$ cat config.mk
export PLATFORM = sky130hd
export DESIGN_NAME = dsmod_ctrl
export DESIGN_NICKNAME = d
export VERILOG_FILES = /design/src/rtl/dsmod_ctrl_pkg.sv /design/src/rtl/dsmod_fifo2.sv /design/src/rtl/dsmod_ctrl.sv
export SDC_FILE = /design/constraint.sdc
export NUM_CORES = 1
export LEC_CHECK = 0
export ABC_AREA = 1
export CELL_PAD_IN_SITES_DETAIL_PLACEMENT = 1
export CELL_PAD_IN_SITES_GLOBAL_PLACEMENT = 2
export CORE_AREA = 2 2 128 117
export DETAILED_ROUTE_END_ITERATION = 8
export DIE_AREA = 0 0 130 119
export GPL_TIMING_DRIVEN = 0
export PLACE_DENSITY = 0.85
export SETUP_SLACK_MARGIN = 0.4
export SLEW_MARGIN = 20
export SYNTH_ARGS = -nofsm -noshare
export SYNTH_HDL_FRONTEND = slang
export SYNTH_HIERARCHICAL = 1
export SYNTH_SLANG_ARGS = --single-unit
$ cat constraint.sdc
create_clock -name i_clk -period 3.55 [get_ports i_clk]
set_input_delay 0.71 -clock i_clk [delete_from_list [all_inputs] [get_ports i_clk]]
set_output_delay 0.71 -clock i_clk [all_outputs]
set_load 0.005 [all_outputs]
$ cat src/rtl/dsmod_ctrl_pkg.sv
// Shared types and constants for the delta-sigma playback controller.
package dsmod_ctrl_pkg;
    typedef enum logic [1:0] {IDLE, RAMP_UP, RUN, RAMP_DOWN} state_t;

    localparam logic [15:0] MIDSCALE   = 16'h8000;
    localparam logic [3:0]  SH_MAX     = 4'd8;
    localparam int          FIFO_DEPTH = 2;

    // Pull a sample toward midscale by 2^-sh; the 17-bit signed difference keeps the result in range.
    function automatic logic [15:0] scale_sample(input logic [15:0] s, input logic [3:0] sh);
        logic signed [16:0] diff;
        diff = $signed({1'b0, s}) - $signed({1'b0, MIDSCALE});
        return MIDSCALE + 16'(diff >>> sh);
    endfunction
endpackage

$ cat src/rtl/dsmod_fifo2.sv
// Two-entry sample FIFO with synchronous reset and flush; head entry is always visible on data.
module dsmod_fifo2
    import dsmod_ctrl_pkg::*;
(
    input  logic        clk,
    input  logic        rst,
    input  logic        flush,
    input  logic        push,
    input  logic        pop,
    input  logic [15:0] wdata,
    output logic        full,
    output logic        empty,
    output logic [15:0] data
);
    logic [15:0] mem [FIFO_DEPTH];
    logic        wr_ptr;
    logic        rd_ptr;
    logic [1:0]  count;
    logic        do_push;
    logic        do_pop;

    assign full    = (count == 2'(FIFO_DEPTH));
    assign empty   = (count == 2'd0);
    assign data    = mem[rd_ptr];
    assign do_push = push && !full;
    assign do_pop  = pop && !empty;

    always_ff @(posedge clk) begin
        if (do_push) mem[wr_ptr] <= wdata;
    end

    always_ff @(posedge clk) begin
        if (rst || flush) begin
            wr_ptr <= 1'b0;
            rd_ptr <= 1'b0;
            count  <= 2'd0;
        end else begin
            if (do_push) wr_ptr <= ~wr_ptr;
            if (do_pop)  rd_ptr <= ~rd_ptr;
            case ({do_push, do_pop})
                2'b10:   count <= count + 2'd1;
                2'b01:   count <= count - 2'd1;
                default: ;
            endcase
        end
    end
endmodule

$ cat src/rtl/dsmod_ctrl.sv
// Playback controller feeding an external delta-sigma modulator with soft ramp-up and ramp-down.
module dsmod_ctrl
    import dsmod_ctrl_pkg::*;
(
    input  logic        i_clk,
    input  logic        i_rst,
    input  logic        i_en,
    input  logic        i_mode_req,
    input  logic [5:0]  i_osr,
    input  logic [15:0] i_smp_data,
    input  logic        i_smp_valid,
    output logic        o_smp_ready,
    output logic [15:0] o_ds_data,
    output logic        o_ds_mode,
    output logic        o_ds_rst_n,
    input  logic        i_uf_clr,
    output logic        o_underflow,
    output logic        o_busy
);
    state_t      state;
    logic [3:0]  sh;
    logic [7:0]  cnt;
    logic [7:0]  term;
    logic [15:0] last;

    logic [5:0]  osr_eff;
    logic [7:0]  term_next;
    logic        tick;
    logic        push;
    logic        pop;
    logic        to_idle;
    logic [3:0]  sh_up;
    logic [3:0]  sh_dn;
    logic [15:0] sample;
    logic        fifo_full;
    logic        fifo_empty;
    logic [15:0] fifo_data;

    assign osr_eff     = (i_osr == 6'd0) ? 6'd1 : i_osr;
    assign term_next   = {osr_eff, 2'b00} - 8'd1;
    assign tick        = (state != IDLE) && (cnt == term);
    assign pop         = tick && !fifo_empty;
    assign to_idle     = tick && (state == RAMP_DOWN) && (sh >= SH_MAX - 4'd1);
    assign sh_up       = (sh >= SH_MAX) ? SH_MAX : sh + 4'd1;
    assign sh_dn       = (sh == 4'd0) ? 4'd0 : sh - 4'd1;
    assign sample      = fifo_empty ? last : fifo_data;
    assign o_smp_ready = !fifo_full && (state == RAMP_UP || state == RUN);
    assign push        = i_smp_valid && o_smp_ready;
    assign o_busy      = (state != IDLE);

    dsmod_fifo2 u_fifo (
        .clk   (i_clk),
        .rst   (i_rst),
        .flush (to_idle),
        .push  (push),
        .pop   (pop),
        .wdata (i_smp_data),
        .full  (fifo_full),
        .empty (fifo_empty),
        .data  (fifo_data)
    );

    // The period is re-latched only in IDLE or at a wrap, so i_osr edits never cut a period short.
    always_ff @(posedge i_clk) begin
        if (i_rst) begin
            state       <= IDLE;
            sh          <= SH_MAX;
            cnt         <= 8'd0;
            term        <= 8'd3;
            last        <= MIDSCALE;
            o_ds_data   <= MIDSCALE;
            o_ds_mode   <= 1'b0;
            o_ds_rst_n  <= 1'b0;
            o_underflow <= 1'b0;
        end else begin
            if (state == IDLE || tick) begin
                cnt  <= 8'd0;
                term <= term_next;
            end else begin
                cnt <= cnt + 8'd1;
            end

            if (pop)  last      <= fifo_data;
            if (tick) o_ds_data <= scale_sample(sample, sh);

            o_underflow <= (tick && state == RUN && fifo_empty) || (o_underflow && !i_uf_clr);

            case (state)
                IDLE: begin
                    if (i_en) begin
                        state      <= RAMP_UP;
                        sh         <= SH_MAX;
                        o_ds_mode  <= i_mode_req;
                        o_ds_rst_n <= 1'b1;
                    end
                end
                RAMP_UP: begin
                    if (tick) begin
                        sh <= sh_dn;
                        if (sh_dn == 4'd0) state <= RUN;
                    end
                    if (!i_en) state <= RAMP_DOWN;
                end
                RUN: begin
                    if (!i_en) state <= RAMP_DOWN;
                end
                RAMP_DOWN: begin
                    // Reaching full attenuation wins over a re-enable on the same tick.
                    if (to_idle) begin
                        state      <= IDLE;
                        sh         <= SH_MAX;
                        o_ds_rst_n <= 1'b0;
                        o_ds_data  <= MIDSCALE;
                    end else begin
                        if (tick) sh <= sh_up;
                        if (i_en) state <= RAMP_UP;
                    end
                end
                default: state <= IDLE;
            endcase
        end
    end
endmodule

==> flow_summary_export.csv, run 1 <==
group,metric,value,unit
die,die_w,130,um
pwr,clkPwrFrac,0.249,
drt,antenna_left,0,
placed_design,gp_congestion,0.840,
sta,drv_slew,0,
sta,hold_violations,0,
cts,cts_made_buffers,9,
pwr,vdd_drop_max,0.000401,V
synthesis,synth_commonest_cells,"nand2_1, nor2_1, dfxtp_1, nand3_1, inv_1",
die,dieArea,0.0155,mm2
placed_design,portBuffers,47,
synthesis,syn_nets,682,
grt,overflow,0,
worst_setup_path,path_max_fanout,6,
hold_path,hp-class,"flop to flop",
cts,clockBufferDepth,2,
sta,max_slew_margin,0.461,
die,die_h,119,um
pwr,seq_power_share,0.340,
cts,cts_tree,"yes",
grt,grt.total_usage,0.180,
synthesis,synthesis.area,0.00500,mm2
pwr,power.density,650,mW/mm2
run_status,outcome,"completed",
cts,holdBufCountCts,0,
cts,cts-root-buf,"clkbuf_16",
synthesis,synth-seq-area-share,0.432,
cts,worstSkewPairLatency,0.36,ns
cts,ctsResizeCount,0,
synthesis,synth_area_per_cell,7.78,um2
drt,drt_iter0_drc,136,
final_layout,drive_above_1_share,0.132,
final_layout,nFillCells,1781,
synthesis,synth-main-ff-cell,"dfxtp_1",
worst_setup_path,critPathLaunchType,"flop",
synthesis,synth_cell_types,40,
synthesis,yosysTopAreaCell,"dfxtp_1",
sta,fin_tns_setup,0,ns
final_layout,fin_area,0.00603,mm2
sta,fin_skew,0.0122,ns
worst_setup_path,cp-end-kind,"output pin",
grt,grt_pass1_vias,4589,
final_layout,num_antenna_cells,0,
pwr,share_comb_of_total_power,0.411,
final_layout,num-nets-final,740,
cts,postCtsSetupBuffers,0,
drt,firstDrtPassIters,4,
worst_setup_path,arrival,1.98,ns
synthesis,yosys_warnings,6,
die,fp-row-count,42,
cts,cts.sinks,92,
drt,drc_errors,0,
die,ios,49,
die,start_util,0.349,
drt,vias,4353,
grt,antenna_found_initial,0,
pwr,power_switching,1.61,mW
pwr,p_int,2.31,mW
sta,rsz0062_at_grt,"false",
sta,fin_crit_sh,0.759,
placed_design,dp_hpwl,10.3,mm
synthesis,netlist.area_leader.share,0.240,
synthesis,ys_ff_latch,92,
job,cap_violations,0,
synthesis,synth.most_common_cell,"nand2_1",
pwr,leakage,2.53,nW
drt,via_per_inst,4.82,
sta,tightest_slew,0.808,ns
die,coreArea,0.0143,mm2
sta,clock.fmax,0.371,GHz
cts,ctsHtreeMaxLevel,3,
drt,drt-wirelength-per-cell,14.3,um
synthesis,async_flop_share,0,
final_layout,syn2layout_area_growth,20.4,%
placed_design,placed_cell_area,0.00572,mm2
drt,finalWirelength,13.0,mm
synthesis,ys_top_cells_by_area,"dfxtp_1, edfxtp_1, nand2_1",
sta,setup_viol,0,
sta,min_period,2.69,ns
cts,cts.clk_slew.worst_paths,0.07,ns
grt,grt_max_degree,21,
synthesis,synth_edf_count,32,
pwr,p_sw_frac,0.411,
grt,grt_first_pass_wirelength,22.1,mm
synthesis,syn_inst,643,
worst_setup_path,criticalPathCategory,"flop to output pin",
worst_setup_path,crit_required,2.84,ns
-- layout make-up --
| class | count | area (um2) | share of cell area |
|---|---|---|---|
| plain buffers | 25 | 194 | 0.0322 |
| inverters | 61 | 236 | 0.0392 |
| multi-input cells | 465 | 2410 | 0.401 |
| clock buffers | 9 | 225 | 0.0374 |
| clock inverters | 7 | 76.3 | 0.0127 |
| flip-flops and latches | 92 | 2160 | 0.359 |
| repair buffers | 47 | 470 | 0.0781 |
| well taps | 198 | 248 | 0.0411 |
-- cells in the final DEF (no fill, tap or decap), types with 4 or more instances in the layout --
cell type	instances
inv_1	52
nor2_1	69
a21oi_2	4
ha_1	11
nand3_1	55
mux2_2	6
nand2_2	5
clkbuf_16	9
nor3b_1	4
clkdlybuf4s50_1	47
nor2_2	4
buf_6	9
o21ai_0	38
edfxtp_1	32
dfxtp_1	60
o21ai_2	10
buf_2	7
a21oi_1	40
mux2_4	10
nand2_1	176
o211ai_1	7
inv_2	6
clkbuf_1	5
o21ai_1	4
-- per-layer routing --
layer	share of wire	track usage	routed length (um)
met1	0.50	0.245	6480
met2	0.46	0.294	6010
met3	0.027	0.0359	356
met4	0.0089	0.0403	116
met5	0	0	0
-- stage by stage --
step	power, mW	hold slack [ns]	setup slack, ns	std cells	util
after floorplan	2.49	0.418	1.25	643	-
after global placement	2.92	0.428	0.479	888	0.399
after detailed placement	2.97	0.452	0.821	888	0.399
after CTS	3.97	0.468	0.825	904	0.420
after global routing	4.23	0.501	0.717	904	0.420
final	3.92	0.463	0.857	904	0.420
-- worst max-delay path, stage by stage (launching register included) --
cell	delay, ns
dfxtp_1	0.42
inv_1	0.13
ha_1	0.26
inv_1	0.26
clkdlybuf4s50_1	0.56
-- kinds of logic (layout without fill, tap and decap cells) --
| logic type | count (synthesis) | after routing | share of synthesized area |
|---|---|---|---|
| xor+xnor | 4 | 4 | 0.00700 |
| mux | 16 | 16 | 0.0435 |
| flops | 92 | 92 | 0.432 |
| simple gates | 325 | 325 | 0.275 |
| fa+ha+maj | 11 | 11 | 0.0275 |
| compound gates | 109 | 109 | 0.129 |
| buf+inv | 86 | 149 | 0.0860 |
-- final timing paths --
kind                                from              end  slack [ns]  cells after the start
worst max-delay path            state[0]           o_busy        0.86                      4
worst min register to register    cnt[0]           cnt[0]        0.46                      1
worst min-delay path              cnt[0]           cnt[0]        0.46                      1
worst max register to register  state[0]  u_fifo/count[1]        1.00                     13
-- power by group through the flow --
stage / Clock, mW / Sequential, mW / Combinational [mW]
after global placement: 0 / 1.34 / 1.58
final: 0.976 / 1.33 / 1.61
after global routing: 1.05 / 1.35 / 1.84
after CTS: 1.01 / 1.33 / 1.63
after detailed placement: 0 / 1.36 / 1.62
after floorplan: 0 / 1.33 / 1.16
-- state kept, by name, summed over array words and instances (netlist names), named ones only --
signal and count:
o_ds_rst_n 1, term 6, state 2, sh 4, cnt 8, o_underflow 1
u_fifo/rd_ptr 1, u_fifo/count 2, o_ds_data 16, o_ds_mode 1, last 16, u_fifo/wr_ptr 1
u_fifo/mem 32
Note: power is estimated with default switching activity, not from simulation.
==> run 2, diff against run 1 <==
--- a/config.mk
+++ b/config.mk
@@ -8,11 +8,11 @@
 export ABC_AREA = 1
 export CELL_PAD_IN_SITES_DETAIL_PLACEMENT = 1
 export CELL_PAD_IN_SITES_GLOBAL_PLACEMENT = 2
-export CORE_AREA = 2 2 128 117
+export CORE_AREA = 2 2 140 128
 export DETAILED_ROUTE_END_ITERATION = 8
-export DIE_AREA = 0 0 130 119
+export DIE_AREA = 0 0 142 130
 export GPL_TIMING_DRIVEN = 0
-export PLACE_DENSITY = 0.85
+export PLACE_DENSITY = 0.76
 export SETUP_SLACK_MARGIN = 0.4
 export SLEW_MARGIN = 20
 export SYNTH_ARGS = -nofsm -noshare
==> constraint.sdc (replaced) <==
create_clock -name i_clk -period 2.4 [get_ports i_clk]
set_input_delay 0.48 -clock i_clk [delete_from_list [all_inputs] [get_ports i_clk]]
set_output_delay 0.48 -clock i_clk [all_outputs]
set_load 0.005 [all_outputs]
==> flow_summary_export.csv, run 2 (synthesized netlist as in run 1, its figures left out) <==
group,metric,value,unit
final_layout,multi_input_area,0.00260,mm2
pwr,leakage,2.67,nW
final_layout,utilization,0.376,
sta,drv_slew,0,
grt,grt_max_degree,19,
die,fp-row-count,46,
die,die_h,130,um
sta,clock.fmax,0.509,GHz
worst_setup_path,cp-end-kind,"flop",
final_layout,largest_reg_flops,32,
die,coreArea,0.0172,mm2
cts,cts-root-buf,"clkbuf_16",
cts,holdBufCountCts,0,
final_layout,layout.area.seq,0.00218,mm2
placed_design,place_ws,-0.0314,ns
final_layout,drive_above_1_share,0.231,
grt,antenna_found_initial,0,
drt,finalWirelength,14.4,mm
worst_setup_path,crit_required,2.69,ns
hold_path,hold_path_depth,2,
drt,antenna_left,0,
sta,rsz0062_at_grt,"true",
placed_design,placed_cell_area,0.00576,mm2
worst_setup_path,r2r-start,"cnt[1]",
sta,setup_viol,0,
final_layout,largest-register,"u_fifo/mem",
final_layout,final_common_cell,"nand2_1",
pwr,power.total,6.20,mW
final_layout,num_antenna_cells,0,
drt,wl_met1,6.42,mm
sta,fin_crit_sh,0.818,
job,cap_violations,0,
grt,grt.total_usage,0.163,
worst_setup_path,worstReg2RegEnd,"u_fifo/count[1]",
cts,worstSkewPairLatency,0.36,ns
drt,drt-wirelength-per-cell,15.4,um
cts,ctsHtreeMaxLevel,3,
sta,setup_ws,0.436,ns
final_layout,nFillCells,2085,
sta,tightest_slew,0.473,ns
grt,grt_pass1_vias,4923,
placed_design,gp_congestion,0.821,
sta,min_period,1.96,ns
die,ios,49,
sta,hold_ws,0.474,ns
worst_setup_path,arrival,2.26,ns
final_layout,num-nets-final,756,
grt,overflow,0,
worst_setup_path,rrSetupSlack,0.44,ns
final_layout,reg_top3,"u_fifo/mem: 32 flops, last: 16 flops, o_ds_data: 16 flops",
cts,cts_made_buffers,9,
cts,cts.sinks,92,
worst_setup_path,path_max_fanout,3,
drt,vias,4515,
drt,dr_wl_met3,389,um
cts,cts.clk_slew.worst_paths,0.07,ns
drt,firstDrtPassIters,4,
die,start_util,0.291,
sta,fin_skew,0.0131,ns
sta,hold_violations,0,
drt,drt_iter0_drc,193,
drt,drc_errors,0,
sta,max_slew_margin,0.684,
die,dieArea,0.0185,mm2
placed_design,portBuffers,47,
grt,grt_first_pass_wirelength,24.0,mm
worst_setup_path,reg2regPathDepth,16,
drt,routed.top_layer,"met4",
drt,via_per_inst,4.81,
worst_setup_path,criticalPathCategory,"flop to flop",
drt,dr_wl_met2,7.50,mm
cts,clockBufferDepth,2,
pwr,power.density,959,mW/mm2
hold_path,hp-class,"flop to flop",
final_layout,layout_common_cells,"nand2_1, nor2_1, dfxtp_1, nand3_1, clkdlybuf4s50_1",
run_status,outcome,"completed",
hold_path,hold_path.startpoint,"last[0]",
die,die_w,142,um
worst_setup_path,critPathLaunchType,"flop",
hold_path,min_to,"last[0]",
cts,cts_tree,"yes",
pwr,vdd_drop_max,0.000413,V
final_layout,fin_area,0.00647,mm2
final_layout,syn2layout_area_growth,29.3,%
placed_design,dp_hpwl,10.6,mm
==> run 2: worst max path at each step <==
stage | startpoint | slack (ns) | to | cells past startpoint
finish | cnt[1] | 0.44 | u_fifo/count[1] | 16
global route | cnt[1] | 0.32 | u_fifo/count[1] | 16
CTS | u_fifo/count[0] | 0.40 | o_ds_data[5] | 12
detailed placement | i_rst | -0.03 | o_ds_data[5] | 8
global placement | i_rst | -0.02 | o_ds_data[5] | 8
floorplan | cnt[0] | 0.40 | u_fifo/count[1] | 15
==> run 2: critical path, cell delays in order (launching register included) <==
cell,delay [ns]
dfxtp_2,0.36
ha_4,0.14
inv_2,0.04
a21oi_2,0.09
nand2_1,0.07
nor2_2,0.13
nand3_2,0.11
nor2_4,0.14
buf_6,0.12
inv_4,0.03
nor2_4,0.12
ha_4,0.22
inv_2,0.06
nand3_2,0.07
nand2_1,0.08
nand2_1,0.05
nor2_1,0.10
==> run 2: where the power goes <==
part / internal, mW / switching [mW] / leakage (nW)
combinational: 1.02 / 1.73 / 1.74
sequential: 1.86 / 0.130 / 0.782
clock: 0.765 / 0.702 / 0.147
==> run 2: per-layer routing <==
metal / track usage / vias to the layer above
li1: - / 2260
met5: 0 / -
met1: 0.195 / 2203
met2: 0.301 / 43
met3: 0.0407 / 9
met4: 0.0271 / 0
==> run 2: layout make-up <==
| class | count | area share |
|---|---|---|
| buffer | 25 | 0.0354 |
| clock buffer | 10 | 0.0369 |
| clock inverter | 6 | 0.0103 |
| inverter | 61 | 0.0387 |
| multi-input combinational | 465 | 0.402 |
| sequential | 92 | 0.337 |
| tap | 216 | 0.0418 |
| timing repair buffer | 63 | 0.0975 |
==> run 2: through the flow <==
stage               cells  setup TNS [ns]
finish                938               0
global route          938               0
CTS                   930               0
detailed placement    906          -0.104
global placement      906         -0.0220
floorplan             643               0
==> run 2: what timing repair did <==
item	in CTS	in global routing
pin swaps	6	14
endpoints found under the setup margin	59	33
gates resized for setup	26	57
gates cloned	0	1
setup buffers	8	7
==> run 3, diff against run 2 <==
==> constraint.sdc (replaced) <==
create_clock -name i_clk -period 1.75 [get_ports i_clk]
set_input_delay 0.35 -clock i_clk [delete_from_list [all_inputs] [get_ports i_clk]]
set_output_delay 0.35 -clock i_clk [all_outputs]
set_load 0.005 [all_outputs]
==> flow_summary_export.csv, run 3 (synthesized netlist as in run 1, its figures left out) <==
group,metric,value,unit
cts,clockBufferDepth,2,
job,cap_violations,0,
sta,drv_slew,0,
final_layout,utilization,0.449,
worst_setup_path,critPathLaunchType,"flop",
worst_setup_path,cp-end-kind,"output pin",
drt,drc_errors,0,
cts,cts.clk_slew.worst_paths,0.07,ns
die,ios,49,
sta,fin_skew,0.0101,ns
final_layout,drive_above_1_share,0.458,
hold_path,hold_path.startpoint,"i_en",
die,coreArea,0.0172,mm2
grt,met1_usage,0.222,
worst_setup_path,crit_required,1.40,ns
worst_setup_path,r2r-start,"cnt[0]",
die,fp-row-count,46,
grt,grt.total_usage,0.180,
grt,grt_util_met2,0.321,
drt,vias,4781,
worst_setup_path,cpPeakStageDelay,0.39,ns
drt,firstDrtPassIters,4,
sta,hold_ws,0.411,ns
worst_setup_path,worstReg2RegEnd,"u_fifo/count[1]",
grt,grt_pass1_vias,5051,
sta,min_period,1.90,ns
hold_path,hp-class,"primary input to flop",
worst_setup_path,reg2regPathDepth,16,
grt,overflow,0,
die,die_h,130,um
cts,ctsHtreeMaxLevel,3,
drt,drt_iter0_drc,128,
cts,cts.sinks,92,
worst_setup_path,criticalPathCategory,"flop to output pin",
final_layout,largest_reg_flops,32,
grt,busiest_layer,"met2",
final_layout,reg_top3,"u_fifo/mem: 32 flops, last: 16 flops, o_ds_data: 16 flops",
sta,rsz0062_at_grt,"true",
grt,grt_use_met3,0.0352,
final_layout,final_common_cell,"nand2_1",
pwr,power.total,10.1,mW
worst_setup_path,arrival,1.55,ns
hold_path,min_to,"state[1]",
run_status,outcome,"complete, but fails checks",
drt,finalWirelength,16.2,mm
die,dieArea,0.0185,mm2
final_layout,fin_area,0.00772,mm2
worst_setup_path,path_max_fanout,3,
placed_design,dp_hpwl,10.7,mm
sta,tightest_slew,0.572,ns
worst_setup_path,rrSetupSlack,-0.15,ns
cts,worstSkewPairLatency,0.36,ns
final_layout,num_antenna_cells,0,
cts,cts_made_buffers,9,
sta,clock.fmax,0.526,GHz
final_layout,syn2layout_area_growth,54.4,%
drt,antenna_left,0,
sta,hold_violations,0,
drt,drt-wirelength-per-cell,16.1,um
grt,grt_max_degree,21,
pwr,power.density,1300,mW/mm2
worst_setup_path,path_common_cell,"nor2_1",
placed_design,placed_cell_area,0.00590,mm2
drt,via_per_inst,4.77,
hold_path,hold_path_depth,3,
cts,cts_tree,"yes",
final_layout,num-nets-final,820,
worst_setup_path,crit_chain,"inv_1 > nor2_1 > nor2_1 > dlygate4sd2_1",
placed_design,gp_congestion,0.799,
worst_setup_path,cp_slowest_cell,"dfxtp_1",
cts,cts-root-buf,"clkbuf_16",
sta,max_slew_margin,0.618,
sta,setup_viol,60,
pwr,vdd_drop_max,0.000702,V
run_status,failed_checks,"negative setup slack",
die,start_util,0.291,
final_layout,nFillCells,2003,
grt,grt_first_pass_wirelength,26.1,mm
final_layout,layout_common_cells,"nand2_1, nand2_2, nor2_1, buf_4, dfxtp_1",
sta,setup_ws,-0.151,ns
final_layout,largest-register,"u_fifo/mem",
pwr,leakage,3.25,nW
placed_design,portBuffers,47,
grt,antenna_found_initial,0,
sta,fin_crit_sh,1.09,
die,die_w,142,um
[run 3: stage by stage]
step | std cells | setup slack [ns] | TNS, ns
2_1_floorplan | 643 | -0.0988 | -0.554
3_3_place_gp | 906 | -0.529 | -26.78
3_5_place_dp | 906 | -0.526 | -27.03
4_1_cts | 979 | -0.158 | -2.06
5_1_grt | 1002 | -0.300 | -10.19
6_report | 1002 | -0.151 | -3.23
[run 3: where the power goes]
group / internal (mW) / switching (mW) / total, mW
Sequential: 2.55 / 0.200 / 2.75
Clock: 1.03 / 1.03 / 2.06
Combinational: 2.19 / 3.05 / 5.24
Total: 5.77 / 4.28 / 10.1
[run 3: how the worst max path moves through the flow]
| stage | slack (ns) | cells past startpoint | endpoint | from |
|---|---|---|---|---|
| after CTS | -0.16 | 15 | u_fifo/count[1] | cnt[0] |
| after global routing | -0.30 | 16 | u_fifo/count[1] | cnt[0] |
| final | -0.15 | 4 | o_smp_ready | u_fifo/count[1] |
| after global placement | -0.53 | 8 | o_ds_data[5] | i_rst |
| after floorplan | -0.1 | 15 | u_fifo/count[1] | cnt[1] |
| after detailed placement | -0.53 | 6 | last[12] | i_rst |
[run 3: timing repair]
action                                  4_1_cts  5_1_grt
setup buffers                                52       20
gates resized for setup                     173      113
endpoints found under the setup margin      112       93
gates cloned                                  5        3
hold buffers                                  0        0
pin swaps                                    34       40
[run 3: area by class of cell]
cell class	instances	area (um2)	share of cell area
Inverter	61	305	0.0395
Buffer	25	298	0.0386
Sequential cell	92	2200	0.285
Clock inverter	7	78.8	0.0102
Timing Repair Buffer	127	1280	0.166
Clock buffer	9	225	0.0292
Multi-Input combinational cell	465	3060	0.397
Tap cell	216	270	0.0350
[run 3: layer usage]
metal  up-vias  part of all wire
li1       2386                 -
met1      2303              0.45
met2        74              0.51
met3        18             0.032
met4         0             0.015
met5         -                 0
[run 3: critical path, delay by kind of cell, from the launching register on]
| family | cells | cell delay, ns |
|---|---|---|
| and+or+nand+nor | 2 | 0.43 |
| DFF | 1 | 0.39 |
| buffers and inverters | 2 | 0.38 |
